## src/rtl/jk_bank_scheduler.sv

```systemverilog
// rtl/jk_bank_scheduler.sv - two-requester round-robin scheduler applying J-K commands to a bit bank
module jk_bank_scheduler #(
    parameter int WIDTH = 4
) (
    input  logic             CLK,
    input  logic             RST,
    input  logic             REQ0,
    input  logic             REQ1,
    input  logic [1:0]       CMD0,
    input  logic [1:0]       CMD1,
    input  logic [WIDTH-1:0] MASK0,
    input  logic [WIDTH-1:0] MASK1,
    output logic             GNT0,
    output logic             GNT1,
    output logic [WIDTH-1:0] Q,
    output logic [WIDTH-1:0] Qbar,
    output logic             BUSY,
    output logic             DONE,
    output logic [7:0]       OPCNT
);

    typedef enum logic [1:0] {
        IDLE   = 2'd0,
        APPLY  = 2'd1,
        SETTLE = 2'd2
    } state_t;

    state_t           state;
    state_t           state_nxt;
    logic             pick1;
    logic             prio;
    logic [1:0]       cmd_q;
    logic [WIDTH-1:0] mask_q;
    logic [WIDTH-1:0] q_nxt;

    always_ff @(posedge CLK) begin
        if (RST) begin
            state <= IDLE;
        end else begin
            state <= state_nxt;
        end
    end

    always_comb begin
        state_nxt = state;
        // prio set means requester 1 wins a tie; a lone requester always wins
        pick1     = REQ1 && (!REQ0 || prio);
        case (state)
            IDLE:    if (REQ0 || REQ1) state_nxt = APPLY;
            APPLY:   state_nxt = SETTLE;
            SETTLE:  state_nxt = IDLE;
            default: state_nxt = IDLE;
        endcase
    end

    always_comb begin
        q_nxt = Q;
        case (cmd_q)
            2'b01:   q_nxt = Q & ~mask_q;
            2'b10:   q_nxt = Q | mask_q;
            2'b11:   q_nxt = Q ^ mask_q;
            default: q_nxt = Q;
        endcase
    end

    always_ff @(posedge CLK) begin
        if (RST) begin
            GNT0   <= 1'b0;
            GNT1   <= 1'b0;
            prio   <= 1'b0;
            cmd_q  <= 2'b00;
            mask_q <= '0;
            Q      <= '0;
            OPCNT  <= 8'd0;
        end else begin
            GNT0 <= 1'b0;
            GNT1 <= 1'b0;
            if (state == IDLE && (REQ0 || REQ1)) begin
                GNT0   <= !pick1;
                GNT1   <= pick1;
                prio   <= !pick1;
                cmd_q  <= pick1 ? CMD1 : CMD0;
                mask_q <= pick1 ? MASK1 : MASK0;
            end
            if (state == APPLY) begin
                Q     <= q_nxt;
                OPCNT <= OPCNT + 8'd1;
            end
        end
    end

    assign Qbar = ~Q;
    assign BUSY = (state != IDLE);
    assign DONE = (state == SETTLE);

endmodule

```

## config.mk

```make
export PLATFORM = sky130hd
export DESIGN_NAME = jk_bank_scheduler
export DESIGN_NICKNAME = d
export VERILOG_FILES = /design/src/rtl/jk_bank_scheduler.sv
export SDC_FILE = /design/constraint.sdc
export NUM_CORES = 1
export LEC_CHECK = 0
export CAP_MARGIN = 15
export CORE_MARGIN = 2
export CORE_UTILIZATION = 40
export CTS_BUF_LIST = sky130_fd_sc_hd__clkbuf_4
export CTS_CLUSTER_DIAMETER = 80
export CTS_CLUSTER_SIZE = 25
export DETAILED_ROUTE_END_ITERATION = 16
export PLACE_DENSITY = 0.69
export SYNTH_ARGS = -nofsm -noshare
export SYNTH_HDL_FRONTEND = slang
export SYNTH_SLANG_ARGS = --single-unit
```

## constraint.sdc

```tcl
create_clock -name CLK -period 3.1 [get_ports CLK]
set_clock_uncertainty 0.1 [all_clocks]
set_input_delay 0.93 -clock CLK [delete_from_list [all_inputs] [get_ports CLK]]
set_output_delay 0.93 -clock CLK [all_outputs]
set_load 0.005 [all_outputs]
```

* Yosys cells after proc, flatten, opt, wreduce, memory -nomap -nowiden
Cells that the tools add are included.
** Storage, ports and cells
- Register bits :: 23
- Output and inout port bits :: 20
- Logic and storage cells :: 37
** Cells by class
- Add/sub/neg operators :: 1
- Eq/ne operators :: 6
- Multiplexer cells :: 5
- Bitwise logic cells :: 6
- Reduce and logical (&&, ||, !) cells :: 11
** Operator list (count)
- 4-bit case mux with 3 select lines :: 1
- 8-bit by 1-bit adder with 8-bit output, second input constant :: 1
- 4-bit NOT :: 2
- 2-bit == test, second input constant :: 3
- 4-bit bitwise AND :: 1
- 2-bit by 1-bit == test with 1-bit output, second input constant :: 2
- 2-bit two-way mux :: 2
- 4-bit two-way mux :: 1
- 4-bit OR :: 1
- 2-bit case mux with 2 select lines :: 1
- 4-bit XOR :: 1
- 3-bit nonzero test :: 1
- 1-bit logical AND :: 2
- 1-bit zero test :: 2
- 2-bit zero test :: 1
- 1-bit logical OR :: 2
- 2-bit by 1-bit inequality test with 1-bit output, second input constant :: 1
- 2-bit AND reduction :: 1
- 2-bit nonzero test :: 1
- 2-bit OR reduction :: 1
- 1-bit NOT :: 1

* Depth between registers and ports, before layout
Gate-level depths: netlist of the first run.
- Depth after elaboration :: 4
- Gate-level depth with buffers :: 6
- Gate-level depth less buffers :: 5

* Worst setup path after synthesis of the first run
Ideal clock, no wire load.
- Kind :: input-to-reg
- Start point :: input port REQ1
- End point :: register cmd_q[0]
- Setup time :: 0.091 ns
- Data arrival time :: 1.826 ns
- Data required time :: 2.909 ns
- Path slack :: 1.083 ns
- Stages on the path :: 6
- Path buffers :: 3
- Cells stage by stage :: buf_6 > or2_1 > buf_2 > and2_4 > buf_6 > a311oi_1
** On the way
- Word-level cells in the longest chain between the ends :: 2
- Elaborated cells between the ends (all ways) :: 4
- Classes of those cells :: mux: 1; reduce/logical: 3
** Ends and longest elaborated chain
- start, declared :: RTL line 8 : input logic REQ1,
- 1-bit logical AND or 1-bit logical OR (tied branches) :: RTL line 47, 78
- 2-bit two-way mux or 1-bit logical AND (tied branches) :: RTL line 82, 78
- end signal, assigned :: RTL line 82 : cmd_q <= pick1 ? CMD1 : CMD0;
- end, declared :: RTL line 32 : logic [1:0] cmd_q;
Several ways; a longest one is shown, not always the timed one.
A chain may end at the register's enable or synchronous reset.

* Worst setup path in the final report of the first run
- Start point :: register state[0]
- End point :: output port BUSY
** On the way
- Word-level cells in the longest chain between the ends :: 1
** Ends and longest elaborated chain
- start, declared :: RTL line 28 : state_t state;
- start signal, assigned :: RTL line 40 : state <= state_nxt;
- 2-bit nonzero test :: RTL line 93 : assign BUSY = (state != IDLE);
- end, declared :: RTL line 17 : output logic BUSY,
No other way between the ends.

==> results of run 1 <==
## stage by stage
stage / instance area (µm²) / instances / hold WS, ns
after floorplan: 1249 / 144 / 0.3682
after global placement: 1602 / 205 / 0.3587
after detailed placement: 1602 / 205 / 0.3733
after CTS: 1629 / 209 / 0.3920
after global routing: 1629 / 209 / 0.4213
final: 1629 / 209 / 0.3864
## registers in the layout, summed over array words and instances (netlist names)
name,count
OPCNT,8
Q,4
cmd_q,2
mask_q,4
state,2
prio,1
GNT1,1
GNT0,1
## logic make-up (layout without fill, tap and decap cells)
family / after synthesis / count (layout) / share of synthesized area (%)
AOI/OAI and AO/OA: 39 / 39 / 19.64
xor gates and xnor gates: 2 / 2 / 1.403
adders and majority gates: 9 / 9 / 9.018
buffers and inverters: 19 / 51 / 7.013
DFF: 23 / 23 / 36.87
and+or+nand+nor: 52 / 52 / 26.05
## how the worst max path moves through the flow
| stage | depth (start not counted) | slack (ns) | end | startpoint |
|---|---|---|---|---|
| floorplan | 6 | 1.08 | cmd_q[0] | REQ1 |
| global placement | 4 | 0.62 | mask_q[0] | REQ0 |
| detailed placement | 4 | 0.56 | mask_q[3] | REQ0 |
| CTS | 3 | 0.41 | BUSY | state[0] |
| global route | 3 | 0.27 | BUSY | state[0] |
| finish | 3 | 0.43 | BUSY | state[0] |
## worst min-delay path, delay by kind of cell, from the launching register on
| family | cells | cell delay [ns] |
|---|---|---|
| AO/OA/AOI/OAI | 2 | 0.11 |
| flip-flops | 1 | 0.34 |
## cell type report
cell class	instances	share of cell area, %
inverter	11	2.535
timing repair buffer	36	21.97
tap	33	2.535
clock buffer	3	1.382
multi-input combinational	102	43.01
sequential	23	28.26
clock inverter	1	0.3072
## routing by layer
| layer | part of all wire, % | GRT usage (%) | vias up |
|---|---|---|---|
| met5 | 0 | 0 | - |
| met4 | 2.4 | 8.889 | 0 |
| met3 | 5.5 | 4.545 | 7 |
| met2 | 49 | 29.50 | 32 |
| met1 | 43 | 16.62 | 507 |
| li1 | - | - | 573 |
## synth_stat cells
| master | instances | area (µm²) |
|---|---|---|
| ha_1 | 9 | 112.6 |
| and2b_1 | 1 | 7.510 |
| nor3_1 | 1 | 5.000 |
| nand3_1 | 7 | 35.03 |
| and2_1 | 1 | 6.260 |
| buf_1 | 1 | 3.750 |
| nor2_2 | 1 | 6.260 |
| nor2_1 | 5 | 18.77 |
| dfxtp_1 | 23 | 460.4 |
| clkbuf_1 | 4 | 15.01 |
| o31ai_1 | 2 | 15.01 |
| and2_4 | 1 | 8.760 |
| nor4_1 | 1 | 6.260 |
| buf_2 | 1 | 5.000 |
| buf_6 | 2 | 22.52 |
| xnor2_1 | 1 | 8.760 |
| or2_1 | 1 | 6.260 |
| nor2b_1 | 2 | 12.51 |
| nand2b_1 | 13 | 81.33 |
| inv_1 | 11 | 41.29 |
| o21ai_0 | 9 | 45.04 |
| nand4b_4 | 1 | 23.77 |
| a211oi_2 | 1 | 12.51 |
| or2_2 | 1 | 6.260 |
| a21oi_1 | 17 | 85.08 |
| or4_1 | 2 | 15.01 |
| or3_1 | 3 | 18.77 |
| a311oi_1 | 10 | 87.58 |
| xor2_1 | 1 | 8.760 |
| nand3b_1 | 7 | 52.55 |
| nand2_1 | 4 | 15.01 |
## power by group
part | internal [µW] | total [µW] | switching, µW | leakage (µW)
combinational | 89.6 | 159 | 69.8 | 0.000394
clock | 48.3 | 140 | 92.1 | 0.0000177
sequential | 317 | 341 | 24.2 | 0.000188
total | 455 | 641 | 186 | 0.000600
==> results_dict.tcl, run 1 <==
set metrics [dict create \
    relSlewSlack_pct 50.22 \
    die-width_um 59.87 \
    num_antenna_cells 0 \
    dieHeight_um 59.87 \
    io_pins 36 \
    worstHoldPathType "reg -> reg" \
    cts_root_buf "clkbuf_4" \
    clock_latency_ns 0.32 \
    placeableCoreArea_mm2 0.003003 \
    min_to "OPCNT[7]" \
    synth_cell_types 31 \
    leakage_uw 0.0006001 \
    power_density_mw_per_mm2 393.4 \
    grt_pass1_vias 1076 \
    synth_seq_cells 23 \
    r2r_slack_ns 1.46 \
    post-dp-hpwl_um 2029 \
    synth-seq-area-share_pct 36.87 \
    crit_required_ns 2.07 \
    drv_cap 0 \
    place_ws_ns 0.5585 \
    worst_pin_slew_ns 0.7443 \
    drv_slew 0 \
    finalHoldViolations 0 \
    p_total_uw 641.0 \
    postCtsSetupBuffers 0 \
    slowest_delay_ns 0.46 \
    dr.pass1.iters 4 \
    yosysWarnings 0 \
    wire_per_inst_um 12.37 \
    cts_buffers 3 \
    path_max_fanout 10 \
    setup_viol_count_final 0 \
    gp_congestion 0.7977 \
    netlist_area_mm2 0.001249 \
    grt_overflow_total 0 \
    worst_setup_path_end_kind "primary output" \
    dieArea_mm2 0.003584 \
    via_count 1119 \
    drt_iter0_drc 25 \
    htreeDepth 1 \
    path_class "reg -> out" \
    final_common_cell "clkdlybuf4s50_1" \
    outcome "finished, final reports clean" \
    multi_input_area_um2 700.7 \
    track_usage_pct 16.28 \
    slowest_stage "clkdlybuf4s50_1" \
    setup_tns_ns 0 \
    tritoncts "done" \
    cp_num_buf_inv 2 \
    ant_nets 0 \
    setup_ws_ns 0.4309 \
    fill_cells 290 \
    clock-sinks 23 \
    clk_pin_slew_ns 0.14 \
    rr_startpoint "state[0]" \
    avgViaCountPerCell 5.354 \
    arrival_ns 1.64 \
    wl_um 2586 \
    period_minus_slack_ns 2.669 \
    ctsResizeCount 0 \
    timing.final.crit_share_pct 86.10 \
    route.detailed.drc 0 \
    area.sequential_um2 460.4 \
    start_util_pct 41.58 \
    nets 202 \
    holdPathStages 2 \
    portBuffers 35 \
    rows 20 \
    r2r-end "Q[1]" \
    antenna_found_initial 0 \
    ctsLongestPathBuffers 2 \
    syn2layout_area_growth_pct 30.46 \
    syn_inst 144 \
    syn-num-nets 169 \
    synth.avg_cell_area_um2 8.672 \
    final_cell_mix "clkdlybuf4s50_1, dfxtp_1, a21oi_1, nand2b_1, inv_1" \
    crit_chain "nor2_2 -> inv_1 -> clkdlybuf4s50_1" \
    crit_family "buffers and inverters" \
    grt_pass1_wl_um 4333 \
    hold_path.startpoint "OPCNT[7]" \
    ir_drop_mv 0.1958 \
    ctsHoldBuffers 0 \
    grt_max_degree 21 \
    final_util_pct 54.25 \
    rsz0062_at_grt "false" \
    drive_above_1_share_pct 5.682 \
    critPathLaunchType "flip-flop" \
    fmax_mhz 374.7 \
    reg2reg_depth 3 \
]
Note: power is estimated with default switching activity, not from simulation.
==> inputs of run 2 (changes only) <==
- CTS_CLUSTER_SIZE: 25 -> 40
- GPL_ROUTABILITY_DRIVEN: unset -> 0
==> results of run 2 <==
Final layout, timing and power as in run 1 (identical DEF).
==> inputs of run 3 (changes only) <==
- PLACE_DENSITY: 0.69 -> unset
- PLACE_DENSITY_LB_ADDON: unset -> 0.2
- REMOVE_ABC_BUFFERS: unset -> 1
==> results_dict.tcl, run 3 (synthesis gave the netlist of run 1 again) <==
set metrics [dict create \
    clk_pin_slew_ns 0.13 \
    wire_per_inst_um 12.21 \
    antenna_found_initial 0 \
    wl_um 2552 \
    start_util_pct 41.58 \
    syn2layout_area_growth_pct 30.46 \
    postCtsSetupBuffers 0 \
    dieArea_mm2 0.003584 \
    drv_slew 0 \
    period_minus_slack_ns 2.663 \
    rr_startpoint "state[0]" \
    fmax_mhz 375.6 \
    cts_buffers 3 \
    hold_path.startpoint "OPCNT[7]" \
    placeableCoreArea_mm2 0.003003 \
    clock-sinks 23 \
    htreeDepth 1 \
    portBuffers 35 \
    reg.largest.list "OPCNT x8, Q x4, mask_q x4" \
    cp_num_buf_inv 2 \
    worstHoldPathType "reg -> reg" \
    track_usage_pct 15.59 \
    leakage_uw 0.0006001 \
    layout.cells.non_filler 209 \
    num_antenna_cells 0 \
    io_pins 36 \
    setup_viol_count_final 0 \
    dieHeight_um 59.87 \
    tritoncts "done" \
    final_common_cell "clkdlybuf4s50_1" \
    via_count 1121 \
    timing.final.crit_share_pct 85.89 \
    crit_path_start "state[0]" \
    grt_overflow_total 0 \
    crit_required_ns 2.07 \
    route.detailed.drc 0 \
    place_ws_ns 0.5648 \
    ctsLongestPathBuffers 2 \
    slowest_stage "clkdlybuf4s50_1" \
    critPathLaunchType "flip-flop" \
    rows 20 \
    drv_cap 0 \
    relSlewSlack_pct 60.21 \
    cts_root_buf "clkbuf_4" \
    final_cell_mix "clkdlybuf4s50_1, dfxtp_1, a21oi_1, nand2b_1, inv_1" \
    setup_tns_ns 0 \
    path_max_fanout 10 \
    avgViaCountPerCell 5.364 \
    ctsHoldBuffers 0 \
    path_class "reg -> out" \
    fill_cells 301 \
    crit_family "buffers and inverters" \
    grt_pass1_vias 1030 \
    setup_ws_ns 0.4374 \
    rsz0062_at_grt "false" \
    grt_max_degree 15 \
    grt_pass1_wl_um 4305 \
    drt_iter0_drc 27 \
    crit_chain "nor2_2 -> inv_1 -> clkdlybuf4s50_1" \
    drive_above_1_share_pct 5.682 \
    die-width_um 59.87 \
    power_density_mw_per_mm2 392.2 \
    finalHoldViolations 0 \
    slowest_delay_ns 0.46 \
    dr.pass1.iters 4 \
    largest_reg_flops 8 \
    outcome "finished, final reports clean" \
    clock_latency_ns 0.31 \
    nets 202 \
    worst_setup_path_end_kind "primary output" \
    arrival_ns 1.63 \
    post-dp-hpwl_um 2014 \
    ir_drop_mv 0.2231 \
    ant_nets 0 \
    max_flop_register "OPCNT" \
    dp.cells 205 \
    worst_pin_slew_ns 0.5956 \
    ctsResizeCount 0 \
]
## run 3: worst reg2reg max path, cell delays in order (launching register included)
cell and delay, ns:
dfxtp_1 0.49, nor2b_1 0.48, and2_1 0.29, a311oi_1 0.11
## run 3: path summary, 6_finish.rpt
kind                                  to  slack (ns)  cells after the start
worst max-delay path                BUSY        0.44                      3
worst min-delay path            OPCNT[7]        0.39                      2
worst max register to register      Q[2]        1.52                      3
worst min register to register  OPCNT[7]        0.39                      2
## run 3: metal layers
metal  vias to the layer above  track usage [%]  part of all wire, %
met4                         0            6.667                  1.7
met5                         -                0                    0
met1                       506            18.83                   45
met2                        34            26.24                   47
met3                         6            3.680                  5.5
li1                        575                -                    -
## run 3: report_power, final
part	internal [µW]	switching, µW
sequential	317	24.2
clock	48.2	90.9
combinational	89.5	69.3
## run 3: metrics by stage
stage	power (µW)	area [µm²]	hold slack, ns	utilization (%)
3_5_place_dp	507.3	1602	0.3726	53.33
5_1_grt	683.0	1629	0.4313	54.25
4_1_cts	646.2	1629	0.3905	54.25
3_3_place_gp	501.6	1602	0.3638	53.33
2_1_floorplan	431.3	1202	0.3621	-
6_report	638.9	1629	0.3853	54.25
## run 3: layout make-up
cell class	count	area (µm²)	area share, %
multi-input combinational	102	700.7	43.01
sequential	23	460.4	28.26
timing repair buffer	36	357.8	21.97
inverter	11	41.29	2.535
tap	33	41.29	2.535
clock buffer	3	22.52	1.382
clock inverter	1	5.005	0.3072
